===== config.mk =====
export PLATFORM = sky130hd
export DESIGN_NAME = mlt3_encoder
export DESIGN_NICKNAME = d
export VERILOG_FILES = /design/src/rtl/mlt3_encoder.sv
export SDC_FILE = /design/constraint.sdc
export NUM_CORES = 1
export LEC_CHECK = 0
export CORE_ASPECT_RATIO = 1.1
export CORE_MARGIN = 2
export CORE_UTILIZATION = 30
export CTS_BUF_LIST = sky130_fd_sc_hd__clkbuf_2
export DETAILED_ROUTE_END_ITERATION = 10
export GPL_TIMING_DRIVEN = 0
export HOLD_SLACK_MARGIN = 0.03
export PLACE_DENSITY = 0.57
export SYNTH_ARGS = -nofsm -noshare
export SYNTH_HDL_FRONTEND = slang
export SYNTH_SLANG_ARGS = --single-unit

===== constraint.sdc =====
create_clock -name clk -period 3.8 [get_ports clk]
set_input_delay 0.76 -clock clk [delete_from_list [all_inputs] [get_ports clk]]
set_output_delay 0.76 -clock clk [all_outputs]
set_load 0.02 [all_outputs]

===== src/rtl/mlt3_encoder.sv =====
// mlt3_encoder
// Transmit-side MLT-3 line encoder. Words are accepted over a valid/ready
// handshake, serialized LSB first, and each emitted bit advances the 2-bit
// line level by one (mod 4) for a '1' or holds it for a '0'.
//
// Optional feature: define MLT3_ENCODER_PARITY_EN to append one even-parity
// bit after each word. The word then takes DATA_W+1 cycles and produces an
// even number of level increments.
//
// Ports:
//   clk    - single clock, all logic on the rising edge
//   rst    - synchronous active-high reset
//   data   - word to transmit, captured only on acceptance
//   valid  - source has a word on data
//   ready  - encoder accepts a word on this edge (pure function of state)
//   code   - MLT-3 line level: 00 top, 01 down, 10 bottom, 11 up
//   busy   - a word (or its parity bit) is being serialized
module mlt3_encoder #(
    parameter int DATA_W = 8
) (
    input  logic              clk,
    input  logic              rst,
    input  logic [DATA_W-1:0] data,
    input  logic              valid,
    output logic              ready,
    output logic [1:0]        code,
    output logic              busy
);

    localparam int CNT_W = (DATA_W > 1) ? $clog2(DATA_W) : 1;
    localparam logic [CNT_W-1:0] LAST_BIT = CNT_W'(DATA_W - 1);

    typedef enum logic [1:0] {
        IDLE   = 2'd0,
        SEND   = 2'd1,
        PARITY = 2'd2
    } state_t;

    state_t            state, state_next;
    logic [DATA_W-1:0] sr, sr_next;
    logic [CNT_W-1:0]  cnt, cnt_next;
    logic [1:0]        code_next;
`ifdef MLT3_ENCODER_PARITY_EN
    logic              par, par_next;
`endif

    // State and datapath registers. Reset wins over any handshake in the
    // same cycle and drops the line back to the decoder's reset level.
    always_ff @(posedge clk) begin
        if (rst) begin
            state <= IDLE;
            sr    <= '0;
            cnt   <= '0;
            code  <= 2'b00;
`ifdef MLT3_ENCODER_PARITY_EN
            par   <= 1'b0;
`endif
        end else begin
            state <= state_next;
            sr    <= sr_next;
            cnt   <= cnt_next;
            code  <= code_next;
`ifdef MLT3_ENCODER_PARITY_EN
            par   <= par_next;
`endif
        end
    end

    // Next-state and handshake logic. ready is decided from state/counter
    // alone; valid only chooses between reloading and returning to IDLE.
    // The reload on the final bit lets back-to-back words stream gap-free.
    always_comb begin
        state_next = state;
        sr_next    = sr;
        cnt_next   = cnt;
        code_next  = code;
        ready      = 1'b0;
`ifdef MLT3_ENCODER_PARITY_EN
        par_next   = par;
`endif
        case (state)
            IDLE: begin
                ready = 1'b1;
                if (valid) begin
                    sr_next    = data;
                    cnt_next   = '0;
                    state_next = SEND;
`ifdef MLT3_ENCODER_PARITY_EN
                    par_next   = ^data;
`endif
                end
            end
            SEND: begin
                code_next = code + {1'b0, sr[0]};
                sr_next   = sr >> 1;
                cnt_next  = cnt + CNT_W'(1);
                if (cnt == LAST_BIT) begin
                    cnt_next = '0;
`ifdef MLT3_ENCODER_PARITY_EN
                    state_next = PARITY;
`else
                    ready = 1'b1;
                    if (valid) begin
                        sr_next    = data;
                        state_next = SEND;
                    end else begin
                        state_next = IDLE;
                    end
`endif
                end
            end
`ifdef MLT3_ENCODER_PARITY_EN
            PARITY: begin
                ready     = 1'b1;
                code_next = code + {1'b0, par};
                cnt_next  = '0;
                if (valid) begin
                    sr_next    = data;
                    par_next   = ^data;
                    state_next = SEND;
                end else begin
                    state_next = IDLE;
                end
            end
`endif
            default: begin
                state_next = IDLE;
            end
        endcase
    end

    assign busy = (state != IDLE);

endmodule

# [After elaboration in Yosys (flattened, before gate mapping)]
# Index checks and enable logic that the tools add are counted.
[word_totals] elab_cells=28 reg_bits=15
[op_classes] n_mux=13 addsub=2 n_eq_ne=4 n_reduce_logical=5
[op_table] operator="two-way mux 8 bit" n=3
[op_table] operator="one-hot mux 8 bit (2 select lines)" n=1
[op_table] operator="two-way mux 3 bit" n=2
[op_table] operator="one-hot mux 3 bit (2 select lines)" n=1
[op_table] operator="two-way mux 2 bit" n=2
[op_table] operator="!= test 2 bit (second input constant)" n=2
[op_table] operator="one-hot mux 2 bit (2 select lines)" n=1
[op_table] operator="AND reduction 2 bit" n=2
[op_table] operator="nonzero test 2 bit" n=2
[op_table] operator="adder 3 x 1 -> 3 bit (second input constant)" n=1
[op_table] operator="== test 3 bit (second input constant)" n=1
[op_table] operator="adder 2 x 1 -> 2 bit" n=1
[op_table] operator="== test 2 x 1 -> 1 bit (second input constant)" n=1
[op_table] operator="zero test 2 bit" n=1
[op_table] operator="two-way mux 1 bit" n=2
[op_table] operator="one-hot mux 1 bit (2 select lines)" n=1

# [Depth between registers and ports, before layout]
[depth] depth_word=3 ltp_mapped=6

# [Worst setup path after synthesis]
# Ideal clock, no wire load.
[synth_path] path_type="reg-to-output" start="register cnt[0]" end="output port ready" required_time_ns=3.040 n_path_buf=0 path_stages_with_launch=4 t_arrival_ns=0.936 path_slack_ns=2.104 cell_sequence="dfxtp_1 ha_1 ha_1 nand2b_1"
[synth_between] elab_chain_len=3
[synth_rtl] item="start: declaration" line_no="41" text="logic [CNT_W-1:0] cnt, cnt_next;"
[synth_rtl] item="start signal: assignment" line_no="61" text="cnt <= cnt_next;"
[synth_rtl] item="== test 3 bit" line_no="97" text="if (cnt == LAST_BIT) begin"
[synth_rtl] item="two-way mux 1 bit" line_no="97"
[synth_rtl] item="one-hot mux 1 bit (2 select lines)" line_no="81" text="case (state)"
[synth_rtl] item="end: declaration" line_no="25" text="output logic ready,"
# No other way between the ends.

# [Worst setup path after layout]
# Ends and elaborated chain as after synthesis.

==> flow_metrics.py <==
metrics = {
    "outcome": {
        "status": "finished clean",
    },
    "worst_setup_path": {
        "crit_path_max_fanout": 3,
        "rrSetupSlack_ns": 2.33,
        "worstPathCellList": "ha_1 > ha_1 > nand2b_1 > clkdlybuf4s50_1",
        "required_ns": 3.04,
        "cp.arrival_ns": 1.81,
        "cpMostUsedCell": "ha_1",
        "r2r_cells": 6,
        "r2r-end": "sr[0]",
        "max_stage_delay_ns": 0.62,
        "end_kind": "output pin",
        "critPathLaunchType": "register",
        "cp_slowest_cell": "clkdlybuf4s50_1",
        "rr_startpoint": "cnt[0]",
        "crit_type": "register to output pin",
    },
    "clock_network": {
        "post-cts-setup-buffers": 0,
        "cts_made_buffers": 3,
        "cts_resized": 0,
        "clock_latency_ns": 0.29,
        "cts_sinks": 14,
        "postCtsHoldBufs": 0,
        "cts_buffer_depth": 2,
        "cts_max_level": 1,
        "path_clk_slew_ns": 0.15,
        "cts-root-buf": "clkbuf_2",
        "cts_tree": "built",
    },
    "placement": {
        "dp_hpwl_um": 896,
        "placed_cells": 108,
        "gp_congestion": 0.653,
        "io_buffers": 14,
    },
    "synth": {
        "yosys_warnings": 0,
        "yosysTopAreaCell": "dfxtp_1",
        "synth_cell_type_count": 19,
        "ys_seq_elements": 14,
        "syn_inst": 66,
        "synth_top_area_share_pct": 42.1,
        "synth_nets": 81,
        "synth-async-reset-ratio_pct": 0,
        "synth_edf_count": 0,
        "avgSynthCellArea_sq_um": 10.1,
        "synthTopCellsByArea": "dfxtp_1, mux2i_1, ha_1",
        "yosys_most_used_dff": "dfxtp_1",
        "syn_area_sq_um": 666,
        "seq_area_frac_synth_pct": 42.1,
    },
    "timing": {
        "slew_headroom_pct": 66.9,
        "period_share_pct": 67.6,
        "hold_slack_ns": 0.509,
        "drv_slew": 0,
        "min_period_ns": 2.57,
        "final.setup.tns_ns": 0,
        "setup_violations": 0,
        "fmax_mhz": 389,
        "tightest_slew_ns": 0.497,
        "finClkSkew_ns": 0.0117,
        "grt_setup_unrepaired": "false",
        "final_hold_viol_count": 0,
    },
    "min_path": {
        "hold_end": "sr[2]",
        "hold_path_depth": 2,
        "hp-class": "register to register",
        "hp-start": "sr[2]",
    },
    "drt": {
        "drt_wl_total_um": 1240,
        "drtPass1Iterations": 4,
        "post-route-drc-count": 0,
        "ant_nets": 0,
        "wire_per_inst_um": 11.1,
        "dr.first_iter.drc_count": 3,
        "avgViaCountPerCell": 4.64,
        "vias": 520,
    },
    "final_layout": {
        "fill_cells": 225,
        "drive_gt1_share_pct": 10.7,
        "final_net_count": 100,
        "area.growth.synth_to_final_pct": 29.1,
        "diodes": 0,
        "fin_util_pct": 42.1,
        "fin_cells": 112,
    },
    "global_route": {
        "grt_pass1_vias": 413,
        "antenna_found_initial": 0,
        "grt_pass1_wl_um": 1810,
        "grt_use_total_pct": 9.94,
        "grt_max_degree": 11,
        "grt_overflow": 0,
    },
    "die": {
        "initial_core_util_pct": 32.6,
        "die_area_sq_um": 2610,
        "row_count": 17,
        "die_w_um": 48.9,
        "ios": 15,
        "die_y_um": 53.4,
        "coreArea_sq_um": 2040,
    },
    "job": {
        "maxCapViolations": 0,
    },
    "power_and_ir_drop": {
        "p_leak_nw": 0.358,
        "power_density_nw_per_um2": 342,
        "peakVddDrop_mv": 0.170,
    },
}
-- placed cells by master, fill, tap and decap left out, types with 2 or more instances in the layout --
cell	synthesis	layout
inv_1	2	2
dfxtp_1	14	14
mux2i_1	9	9
ha_1	4	4
clkbuf_2	0	3
a211oi_1	6	6
nor2_1	11	11
clkdlybuf4s50_1	0	14
nor3b_1	2	2
buf_6	4	4
a21oi_1	4	4
-- Yosys cell counts, types with 2 or more instances --
master,number
a211oi_1,6
a21oi_1,4
buf_6,4
dfxtp_1,14
ha_1,4
inv_1,2
mux2i_1,9
nor2_1,11
nor3b_1,2
-- kinds of logic after synthesis --
logic type / synth area share [%]
AOI/OAI and AO/OA: 14.5
xor gates and xnor gates: 1.32
adders and majority gates: 7.52
buffers and inverters: 8.46
DFF: 42.1
muxes: 13.5
and+or+nand+nor: 12.6
-- area by class of cell --
class,count,area [sq um],area share [%]
plain buffers,5,48.8,5.68
clock buffers,3,15.0,1.75
clock inverters,1,3.75,0.437
inverters,2,7.51,0.873
multi-input cells,45,329,38.3
flip-flops and latches,14,280,32.6
well taps,28,35.0,4.08
repair buffers,14,140,16.3
-- state kept, by name, indices dropped and copies added, names as in the netlist --
register and flops:
sr 8, cnt 3, code 2, state 1
-- per-layer routing --
metal | GRT usage [%] | vias to the layer above | part of all wire, %
met2 | 15.1 | 9 | 47
met5 | 0 | - | 0
met4 | 12.9 | 0 | 4.5
met3 | 1.13 | 5 | 1.8
li1 | - | 267 | -
met1 | 11.1 | 239 | 47
-- worst max-delay path, delay by kind of cell (launching register included) --
kind | cells | cell delay (ns)
flops | 1 | 0.38
simple gates | 1 | 0.16
fa+ha+maj | 2 | 0.36
buf+inv | 1 | 0.62
-- where the power goes --
group | switching, mW | internal [mW]
combinational | 0.0252 | 0.0320
clock | 0.0516 | 0.0229
sequential | 0.00538 | 0.157
-- worst max-delay path by stage --
stage,to,start,cells after the start
finish,ready,cnt[0],4
global route,ready,cnt[0],4
CTS,ready,cnt[0],4
detailed placement,ready,cnt[0],4
global placement,ready,cnt[0],4
floorplan,ready,cnt[0],3
-- per-stage QoR --
stage	total power, mW	area (sq um)	worst slack (ns)
after global placement	0.222	841	1.56
after global routing	0.308	860	1.12
after detailed placement	0.223	841	1.58
final	0.294	860	1.23
after CTS	0.298	860	1.21
after floorplan	0.200	666	2.10
(Power assumes the default switching activity.)
